## src/rtl/cdb_pkg.sv

```systemverilog
// Shared CDB definitions: default requester count and the grant record
// reused by output buffers and the ROB CDB port.
package cdb_pkg;

    localparam int N_REQ_DEFAULT = 4;
    localparam int CDB_IDX_W     = $clog2(N_REQ_DEFAULT);

    typedef struct packed {
        logic                 valid;
        logic [CDB_IDX_W-1:0] index;
    } cdb_grant_t;

endpackage

```

## src/rtl/cdb_arbiter_if.sv

```systemverilog
// CDB arbitration bundle: requests/enable in, permit/grant/status out.
// master = arbiter side, slave = output-buffer / consumer side.
interface cdb_arbiter_if
    import cdb_pkg::*;
#(
    parameter int N_REQ = N_REQ_DEFAULT
);
    localparam int PTR_W = $clog2(N_REQ);

    logic [N_REQ-1:0] request;
    logic             bus_enable;
    logic [N_REQ-1:0] permit;
    logic             cdb_valid;
    logic [PTR_W-1:0] grant_index;
    logic [PTR_W-1:0] priority_ptr;
    logic [N_REQ-1:0] starved;

    modport master (
        input  request, bus_enable,
        output permit, cdb_valid, grant_index, priority_ptr, starved
    );

    modport slave (
        output request, bus_enable,
        input  permit, cdb_valid, grant_index, priority_ptr, starved
    );

endinterface

```

## src/rtl/cdb_arbiter_rr_priority_select.sv

```systemverilog
// Combinational round-robin pick: first set request at or above the pointer,
// wrapping, found by masking a doubled request vector and folding back.
module rr_priority_select
    import cdb_pkg::*;
#(
    parameter  int N_REQ = N_REQ_DEFAULT,
    localparam int PTR_W = $clog2(N_REQ)
) (
    input  logic [N_REQ-1:0] i_request,
    input  logic [PTR_W-1:0] i_ptr,
    output logic [N_REQ-1:0] o_grant,
    output logic [PTR_W-1:0] o_index,
    output logic             o_valid
);

    logic [2*N_REQ-1:0] w_dbl;
    logic [2*N_REQ-1:0] w_mask;
    logic [2*N_REQ-1:0] w_masked;
    logic               w_found;
    int                 w_pos;

    assign w_dbl    = {i_request, i_request};
    assign w_masked = w_dbl & w_mask;

    // NOTE: combinational blocks use blocking '=' and assign every output a
    // default first, so no path leaves a value held and no latch is inferred.
    always_comb begin
        w_mask = '0;
        for (int j = 0; j < 2*N_REQ; j++) begin
            w_mask[j] = (j >= int'(i_ptr));
        end
    end

    // Descending scan: the last hit written is the lowest set bit.
    always_comb begin
        w_found = 1'b0;
        w_pos   = 0;
        for (int j = 2*N_REQ-1; j >= 0; j--) begin
            if (w_masked[j]) begin
                w_found = 1'b1;
                w_pos   = j;
            end
        end
    end

    always_comb begin
        o_valid = w_found;
        o_index = '0;
        o_grant = '0;
        if (w_found) begin
            o_index = PTR_W'((w_pos >= N_REQ) ? (w_pos - N_REQ) : w_pos);
            o_grant = N_REQ'(1) << o_index;
        end
    end

endmodule

```

## src/rtl/cdb_arbiter.sv

```systemverilog
// Round-robin CDB arbiter: one grant per cycle, rotating priority pointer,
// per-requester wait counters with a starvation status flag.
module cdb_arbiter
    import cdb_pkg::*;
#(
    parameter  int N_REQ        = N_REQ_DEFAULT,
    parameter  int WAIT_WIDTH   = 4,
    parameter  int STARVE_LIMIT = 8,
    localparam int PTR_W        = $clog2(N_REQ)
) (
    input  logic          clk,
    input  logic          reset,
    cdb_arbiter_if.master bus
);

    localparam logic [WAIT_WIDTH-1:0] WAIT_MAX  = '1;
    localparam logic [WAIT_WIDTH-1:0] STARVE_TH = WAIT_WIDTH'(STARVE_LIMIT);

    logic [N_REQ-1:0]      w_req_eff;
    logic [N_REQ-1:0]      w_grant;
    logic [PTR_W-1:0]      w_index;
    logic                  w_valid;
    logic [PTR_W-1:0]      r_ptr;
    logic [WAIT_WIDTH-1:0] r_wait [N_REQ];

    // A blocked bus looks like no requests to the selector.
    assign w_req_eff = bus.request & {N_REQ{bus.bus_enable}};

    rr_priority_select #(
        .N_REQ (N_REQ)
    ) u_select (
        .i_request (w_req_eff),
        .i_ptr     (r_ptr),
        .o_grant   (w_grant),
        .o_index   (w_index),
        .o_valid   (w_valid)
    );

    assign bus.permit       = w_grant;
    assign bus.cdb_valid    = w_valid;
    assign bus.grant_index  = w_index;
    assign bus.priority_ptr = r_ptr;

    always_comb begin
        bus.starved = '0;
        for (int i = 0; i < N_REQ; i++) begin
            bus.starved[i] = (r_wait[i] >= STARVE_TH);
        end
    end

    // NOTE: state registers use non-blocking '<=' so every flop samples
    // pre-edge values. The counter array is only N_REQ small registers, so it
    // is reset like plain flops rather than treated as RAM.
    always_ff @(posedge clk) begin
        if (reset) begin
            r_ptr <= '0;
            for (int i = 0; i < N_REQ; i++) begin
                r_wait[i] <= '0;
            end
        end else begin
            if (w_valid) begin
                r_ptr <= (w_index == PTR_W'(N_REQ-1)) ? '0 : w_index + 1'b1;
            end
            for (int i = 0; i < N_REQ; i++) begin
                if (!bus.request[i] || w_grant[i]) begin
                    r_wait[i] <= '0;
                end else if (r_wait[i] != WAIT_MAX) begin
                    r_wait[i] <= r_wait[i] + 1'b1;
                end
            end
        end
    end

endmodule

```

## src/flat_wrapper.sv

```systemverilog
// flat-port wrapper written by rule: the top's interface ports become plain ports
module cdb_arbiter_flat import cdb_pkg::*;
#(
    parameter  int N_REQ        = N_REQ_DEFAULT,
    parameter  int WAIT_WIDTH   = 4,
    parameter  int STARVE_LIMIT = 8,
    localparam int PTR_W        = $clog2(N_REQ)
)
  (clk, reset, bus_request, bus_bus_enable, bus_permit, bus_cdb_valid, bus_grant_index, bus_priority_ptr, bus_starved);
  cdb_arbiter_if #(.N_REQ(N_REQ)) bus_i ();
  input  logic clk;
  input  logic reset;
  input wire logic [$bits(bus_i.request)-1:0] bus_request;
  input wire logic [$bits(bus_i.bus_enable)-1:0] bus_bus_enable;
  output wire logic [$bits(bus_i.permit)-1:0] bus_permit;
  output wire logic [$bits(bus_i.cdb_valid)-1:0] bus_cdb_valid;
  output wire logic [$bits(bus_i.grant_index)-1:0] bus_grant_index;
  output wire logic [$bits(bus_i.priority_ptr)-1:0] bus_priority_ptr;
  output wire logic [$bits(bus_i.starved)-1:0] bus_starved;
  assign bus_i.request = bus_request;
  assign bus_i.bus_enable = bus_bus_enable;
  assign bus_permit = bus_i.permit;
  assign bus_cdb_valid = bus_i.cdb_valid;
  assign bus_grant_index = bus_i.grant_index;
  assign bus_priority_ptr = bus_i.priority_ptr;
  assign bus_starved = bus_i.starved;
  cdb_arbiter #(.N_REQ(N_REQ), .WAIT_WIDTH(WAIT_WIDTH), .STARVE_LIMIT(STARVE_LIMIT)) u_core (.clk(clk), .reset(reset), .bus(bus_i));
endmodule
```

## config.mk

```make
export PLATFORM = sky130hd
export DESIGN_NAME = cdb_arbiter_flat
export DESIGN_NICKNAME = d
export VERILOG_FILES = /design/src/rtl/cdb_pkg.sv /design/src/rtl/cdb_arbiter_if.sv /design/src/rtl/cdb_arbiter_rr_priority_select.sv /design/src/rtl/cdb_arbiter.sv /design/src/flat_wrapper.sv
export SDC_FILE = /design/constraint.sdc
export NUM_CORES = 1
export LEC_CHECK = 0
export CAP_MARGIN = 25
export CELL_PAD_IN_SITES_DETAIL_PLACEMENT = 1
export CELL_PAD_IN_SITES_GLOBAL_PLACEMENT = 2
export CORE_ASPECT_RATIO = 1.25
export CORE_MARGIN = 2
export CORE_UTILIZATION = 34
export DETAILED_ROUTE_END_ITERATION = 12
export PLACE_DENSITY_LB_ADDON = 0.1
export SETUP_SLACK_MARGIN = 0.3
export SKIP_CTS_REPAIR_TIMING = 1
export SYNTH_ARGS = -nofsm -noshare
export SYNTH_HDL_FRONTEND = slang
export SYNTH_SLANG_ARGS = --single-unit
export TNS_END_PERCENT = 10
```

## constraint.sdc

```tcl
create_clock -name clk -period 2.75 [get_ports clk]
set_input_delay 0.4125 -clock clk [delete_from_list [all_inputs] [get_ports clk]]
set_output_delay 0.4125 -clock clk [all_outputs]
set_load 0.05 [all_outputs]
```

* After elaboration in Yosys (flattened, before gate mapping)
Memory sizes are Yosys's and may differ from the RTL's.
Index checks and enable logic that the tools add are counted.
** Operators by class
- Add/subtract/negate cells :: 6
- Magnitude comparators :: 8
- Equal/unequal tests :: 5
- Shift operators :: 1
- Multiplexer cells :: 58
- Bitwise operators :: 10
- Reductions and logical operators :: 8
** Operator list (number)
- 32-bit two-way mux :: 7
- 1-bit two-way mux :: 38
- 4-bit two-way mux :: 9
- 32-bit by 4-bit greater-or-equal comparator with 1-bit output, second input constant :: 1
- 4-bit by 1-bit adder with 4-bit output, second input constant :: 4
- 4-bit greater-or-equal comparator, second input constant :: 4
- 4-bit != test, second input constant :: 4
- 8-bit bitwise AND :: 1
- 1-bit OR :: 8
- 2-bit two-way mux :: 3
- 4-bit bitwise AND :: 1
- 1-bit by 2-bit greater-or-equal comparator with 1-bit output, first input constant :: 2
- 1-bit logical NOT :: 4
- 1-bit logical OR :: 4
- 1-bit by 2-bit << shifter with 4-bit output, first input constant :: 1
- 3-bit two-way mux :: 1
- 2-bit by 1-bit adder with 2-bit output, second input constant :: 1
- 2-bit equality test, second input constant :: 1
- 2-bit greater-or-equal comparator, first input constant :: 1
- 2-bit by 1-bit subtractor with 2-bit output, second input constant :: 1
** Storage, ports and cells
- Bits in registers :: 2
- RAM bits :: 16
- Input bits :: 7
- Output and inout port bits :: 13
- Word-level logic and storage cells :: 98
- Memories :: 1
** Memory list
- u_core.r_wait :: words 4, width 4, rd ports 4, clocked after memory_dff 0, write ports 4, RTL line cdb_arbiter.sv:24 : logic [WAIT_WIDTH-1:0] r_wait [N_REQ];

* Longest topological paths before layout
- Word-level depth :: 20
- Mapped depth :: 7

* By module
From an unflattened synthesis, not the netlist that was laid out.
** Unflattened totals
- Cells, all modules :: 125
- Area total of the unflattened synthesis :: 1209.9 µm²
** By module, submodules not included
- cdb_arbiter :: instances 1, cells each 92, area each 1017.2 µm², sequential area each 520.5 µm²
- rr_priority_select :: instances 1, cells each 33, area each 192.7 µm², sequential area each 0.0 µm²

* Least setup slack after synthesis
No wires, ideal clock.
- Path kind :: register to output
- From :: reg u_core.r_ptr[0], in the netlist u_core.bus.priority_ptr[0]
- To :: out bus_permit[2]
- Arrival time :: 2.806 ns
- Data required time :: 2.338 ns
- Slack :: -0.468 ns
- Cell stages (with the launch flop) :: 6
- Path buffers :: 0
- Cells stage by stage :: dfxtp_1 nand2b_1 a21oi_1 nor3_1 o21ai_0 inv_1
** On the way
- Cells in the longest elaborated chain, start to end :: 9
- Elaborated cells on any way between the ends :: 15
- Those cells by class :: 1 x add/sub; 4 x order compare; 1 x shift; 8 x mux; 1 x bitwise
** RTL lines
- start, declared :: RTL line cdb_arbiter.sv:23 : logic [PTR_W-1:0] r_ptr;
- start signal, assigned :: RTL line cdb_arbiter.sv:62 : r_ptr <= (w_index == PTR_W'(N_REQ-1)) ? '0 : w_index + 1'b1;
- 2-bit greater-or-equal comparator :: RTL line cdb_arbiter_rr_priority_select.sv:30 : w_mask[j] = (j >= int'(i_ptr));
- 8-bit bitwise AND (*) :: RTL line cdb_arbiter_rr_priority_select.sv:23 : assign w_masked = w_dbl & w_mask;
- 32-bit two-way mux (3 in a row) :: RTL line cdb_arbiter_rr_priority_select.sv:39 : if (w_masked[j]) begin
- 32-bit by 4-bit greater-or-equal comparator with 1-bit output / 2-bit by 1-bit subtractor with 2-bit output (equally long branches) :: RTL line cdb_arbiter_rr_priority_select.sv:51 : o_index = PTR_W'((w_pos >= N_REQ) ? (w_pos - N_REQ) : w_pos);
- 2-bit two-way mux :: RTL line cdb_arbiter_rr_priority_select.sv:51
- 1-bit by 2-bit << shifter with 4-bit output :: RTL line cdb_arbiter_rr_priority_select.sv:52 : o_grant = N_REQ'(1) << o_index;
- 4-bit two-way mux (*) :: RTL line cdb_arbiter_rr_priority_select.sv:50 : if (w_found) begin
- end, declared :: RTL line flat_wrapper.sv:15 : output wire logic [$bits(bus_i.permit)-1:0] bus_permit;
Every way passes the cells marked *; elsewhere a longest branch is shown, timed or not.

* Final worst setup path
- From :: in bus_request[3]
- To :: out bus_cdb_valid
** On the way
- Cells in the longest elaborated chain, start to end :: 10
** RTL lines
- start, declared :: RTL line flat_wrapper.sv:13 : input wire logic [$bits(bus_i.request)-1:0] bus_request;
- 4-bit bitwise AND (*) :: RTL line cdb_arbiter.sv:27 : assign w_req_eff = bus.request & {N_REQ{bus.bus_enable}};
- 8-bit bitwise AND (*) :: RTL line cdb_arbiter_rr_priority_select.sv:23
- 1-bit two-way mux (4 in a row) :: RTL line cdb_arbiter_rr_priority_select.sv:39
- 1-bit two-way mux (*) (4 in a row) :: RTL line cdb_arbiter_rr_priority_select.sv:39
- end, declared :: RTL line flat_wrapper.sv:16 : output wire logic [$bits(bus_i.cdb_valid)-1:0] bus_cdb_valid;
Marked as above.

==> results.cfg <==
[job]
max_cap_violations = 0

[cts]
clockBufferDepth = 2
htreeDepth = 1
clock_sinks = 18
cts_root_buf = clkbuf_8
clkTransAtPathRegs_ns = 0.06
clk_latency_ns = 0.25
cts_tree = yes
numCtsBuffers = 3

[cells_and_area]
drive_gt1_frac = 0.132
num_antenna_cells = 0
design_area_sq_um = 1530
fin_nets = 167
syn_to_final_growth_pct = 27.8

[timing]
fin_crit_sh = 0.847
period_minus_slack_ns = 2.33
setup_viol = 0
rsz0062_at_grt = yes
slew-limit-headroom = 0.669
tightest_slew_ns = 0.495
hold_viol = 0
fmax_mhz = 429
finalSetupTns_ns = 0
finalClockSkew_ns = 0.00359
slew_violations = 0

[synth]
synthAdderAreaFrac = 0.0834
synth_compound_area_frac = 0.130
synthDistinctLibCells = 38
synth_top_family_by_area = simple AND/OR/NAND/NOR gates
yosysWarningCount = 0
ys_dominant_reg_cell = edfxtp_1
yosysTopAreaCellShare = 0.400
synth_nets = 147
synth_xor_xnor_area_share = 0.0365
synth-simple-area-share = 0.215
yosysSeqAreaShare = 0.434
synth_cells = 132
synth.area.mux_share = 0.00834
synthArstFlopShare = 0
synth.top_cells.by_area = edfxtp_1 40%, ha_1 8.3%, a21oi_1 5.4%
ys_seq_elements = 18
synth_largest_area_cell = edfxtp_1
synth.avg_cell_area_sq_um = 9.09
synth_edf_count = 16
syn_area_sq_um = 1200

[die]
die_x_microns = 57.1
start_util = 0.351
die-area_sq_um = 4020
ioPinCount = 20
die_h_microns = 70.4
fp-row-count = 24
core_sq_um = 3420

[placement]
gp_congestion = 0.816
dpl.hpwl_mm = 2.15
port_buffers = 19
placed_area_sq_um = 1480

[worst_setup_path]
path_class = in -> out
critPathRequiredTime_ns = 2.34
end_kind = output port
startpoint_type = input port
critPathArrivalTime_ns = 1.92
rrSetupSlack_ns = 0.71
crit_start = bus_request[3]
crit-reg2reg-launch = u_core.bus.priority_ptr[1]$_SDFFE_PP0P_
path_max_fanout = 7

[global_routing]
grt.overflow.total = 0
grt_max_degree = 12
grt_pass1_wl_mm = 4.86
gr-usage-all-layers = 0.152
grt_pass1_vias = 1070
antenna_found_initial = 0

[pwr]
p_leak_uw = 0.000621
vdd_ir_drop_max_mv = 0.306
powerDensity_nw_per_um2 = 417

[drt]
viasPerCell = 5.10
firstDrtPassIters = 4
drt_iter0_drc = 13
ant_nets = 0
vias = 969
drt_wl_total_mm = 2.63
avgRoutedWirePerCell_microns = 13.8
drc = 0

[outcome]
outcome = finished, final reports clean

[min_path]
hold_path.class = reg -> reg
min_from = u_core.r_wait[1][0]$_SDFFCE_PN0P_
==> cells in the mapped netlist, drive strengths merged (3+ instances only) <==
master,instances
clkbuf,5
nor2,14
nor3,5
xnor2,3
edfxtp,16
nand3,5
nor3b,3
o21ai,6
ha,8
buf,3
a21oi,13
inv,17
nand2,6
and2,3
==> layer usage <==
| metal | wire length [microns] | GRT usage | vias up | part of all wire |
|---|---|---|---|---|
| li1 | - | - | 488 | - |
| met1 | 1110 | 0.181 | 470 | 0.42 |
| met2 | 1440 | 0.266 | 9 | 0.55 |
| met3 | 61 | 0.0370 | 2 | 0.023 |
| met4 | 19 | 0.0439 | 0 | 0.0072 |
| met5 | 0 | 0 | - | 0 |
==> kinds of logic after synthesis <==
| family | count (synthesis) |
|---|---|
| adders and majority gates | 8 |
| xor gates and xnor gates | 5 |
| AOI/OAI and AO/OA | 26 |
| DFF | 18 |
| buffers and inverters | 25 |
| muxes | 1 |
| and+or+nand+nor | 49 |
==> state kept, by name, indices dropped and copies added (netlist names) <==
name	count
u_core.bus.priority_ptr	2
u_core.r_wait	16
==> layout by cell type, fill, tap and decap left out, types with 2 or more instances in the layout <==
cell,count
a21oi_1,13
and2_1,2
buf_12,5
buf_4,6
clkbuf_8,3
clkdlybuf4s50_1,9
dfxtp_1,2
dlymetal6s2s_1,3
edfxtp_1,16
ha_1,8
inv_1,17
nand2_1,6
nand3_1,5
nor2_1,13
nor3_1,4
nor3b_1,3
o21ai_0,5
o22ai_1,2
or4_1,2
xnor2_1,3
xor2_1,2
==> critical path, cell delays in order <==
cell and delay, ns:
clkdlybuf4s50_1 0.54, o41ai_1 0.54, buf_4 0.20, inv_1 0.05, buf_4 0.18
==> final timing paths <==
| check | to | cells past startpoint |
|---|---|---|
| setup reg to reg | u_core.r_wait[3][2]$_SDFFCE_PN0P_ | 5 |
| hold / removal | u_core.r_wait[1][0]$_SDFFCE_PN0P_ | 1 |
| setup / recovery | bus_cdb_valid | 5 |
| hold reg to reg | u_core.r_wait[1][0]$_SDFFCE_PN0P_ | 1 |
==> layout make-up <==
type                    count  area, sq um
clock inverters             1         3.75
flip-flops and latches     18          520
clock buffers               3         41.3
inverters                  17         63.8
fillers                   415         1890
repair buffers             23          273
multi-input cells          89          583
well taps                  39         48.8
==> stage by stage <==
stage	util	std cells	hold slack (ns)	power (uW)	worst slack, ns
after detailed placement	0.432	186	0.626	466	0.206
final	0.448	190	0.634	640	0.420
after floorplan	-	132	0.482	406	0.234
after global routing	0.448	190	0.661	678	0.293
after CTS	0.446	190	0.637	651	0.268
after global placement	0.432	186	0.610	463	0.266
==> report_power, final <==
group          leakage [uW]  switching, uW  internal, uW
Sequential         0.000212           13.5           304
Combinational      0.000387           82.0          58.5
Clock             0.0000231           83.6          99.0
(Power assumes the default switching activity.)
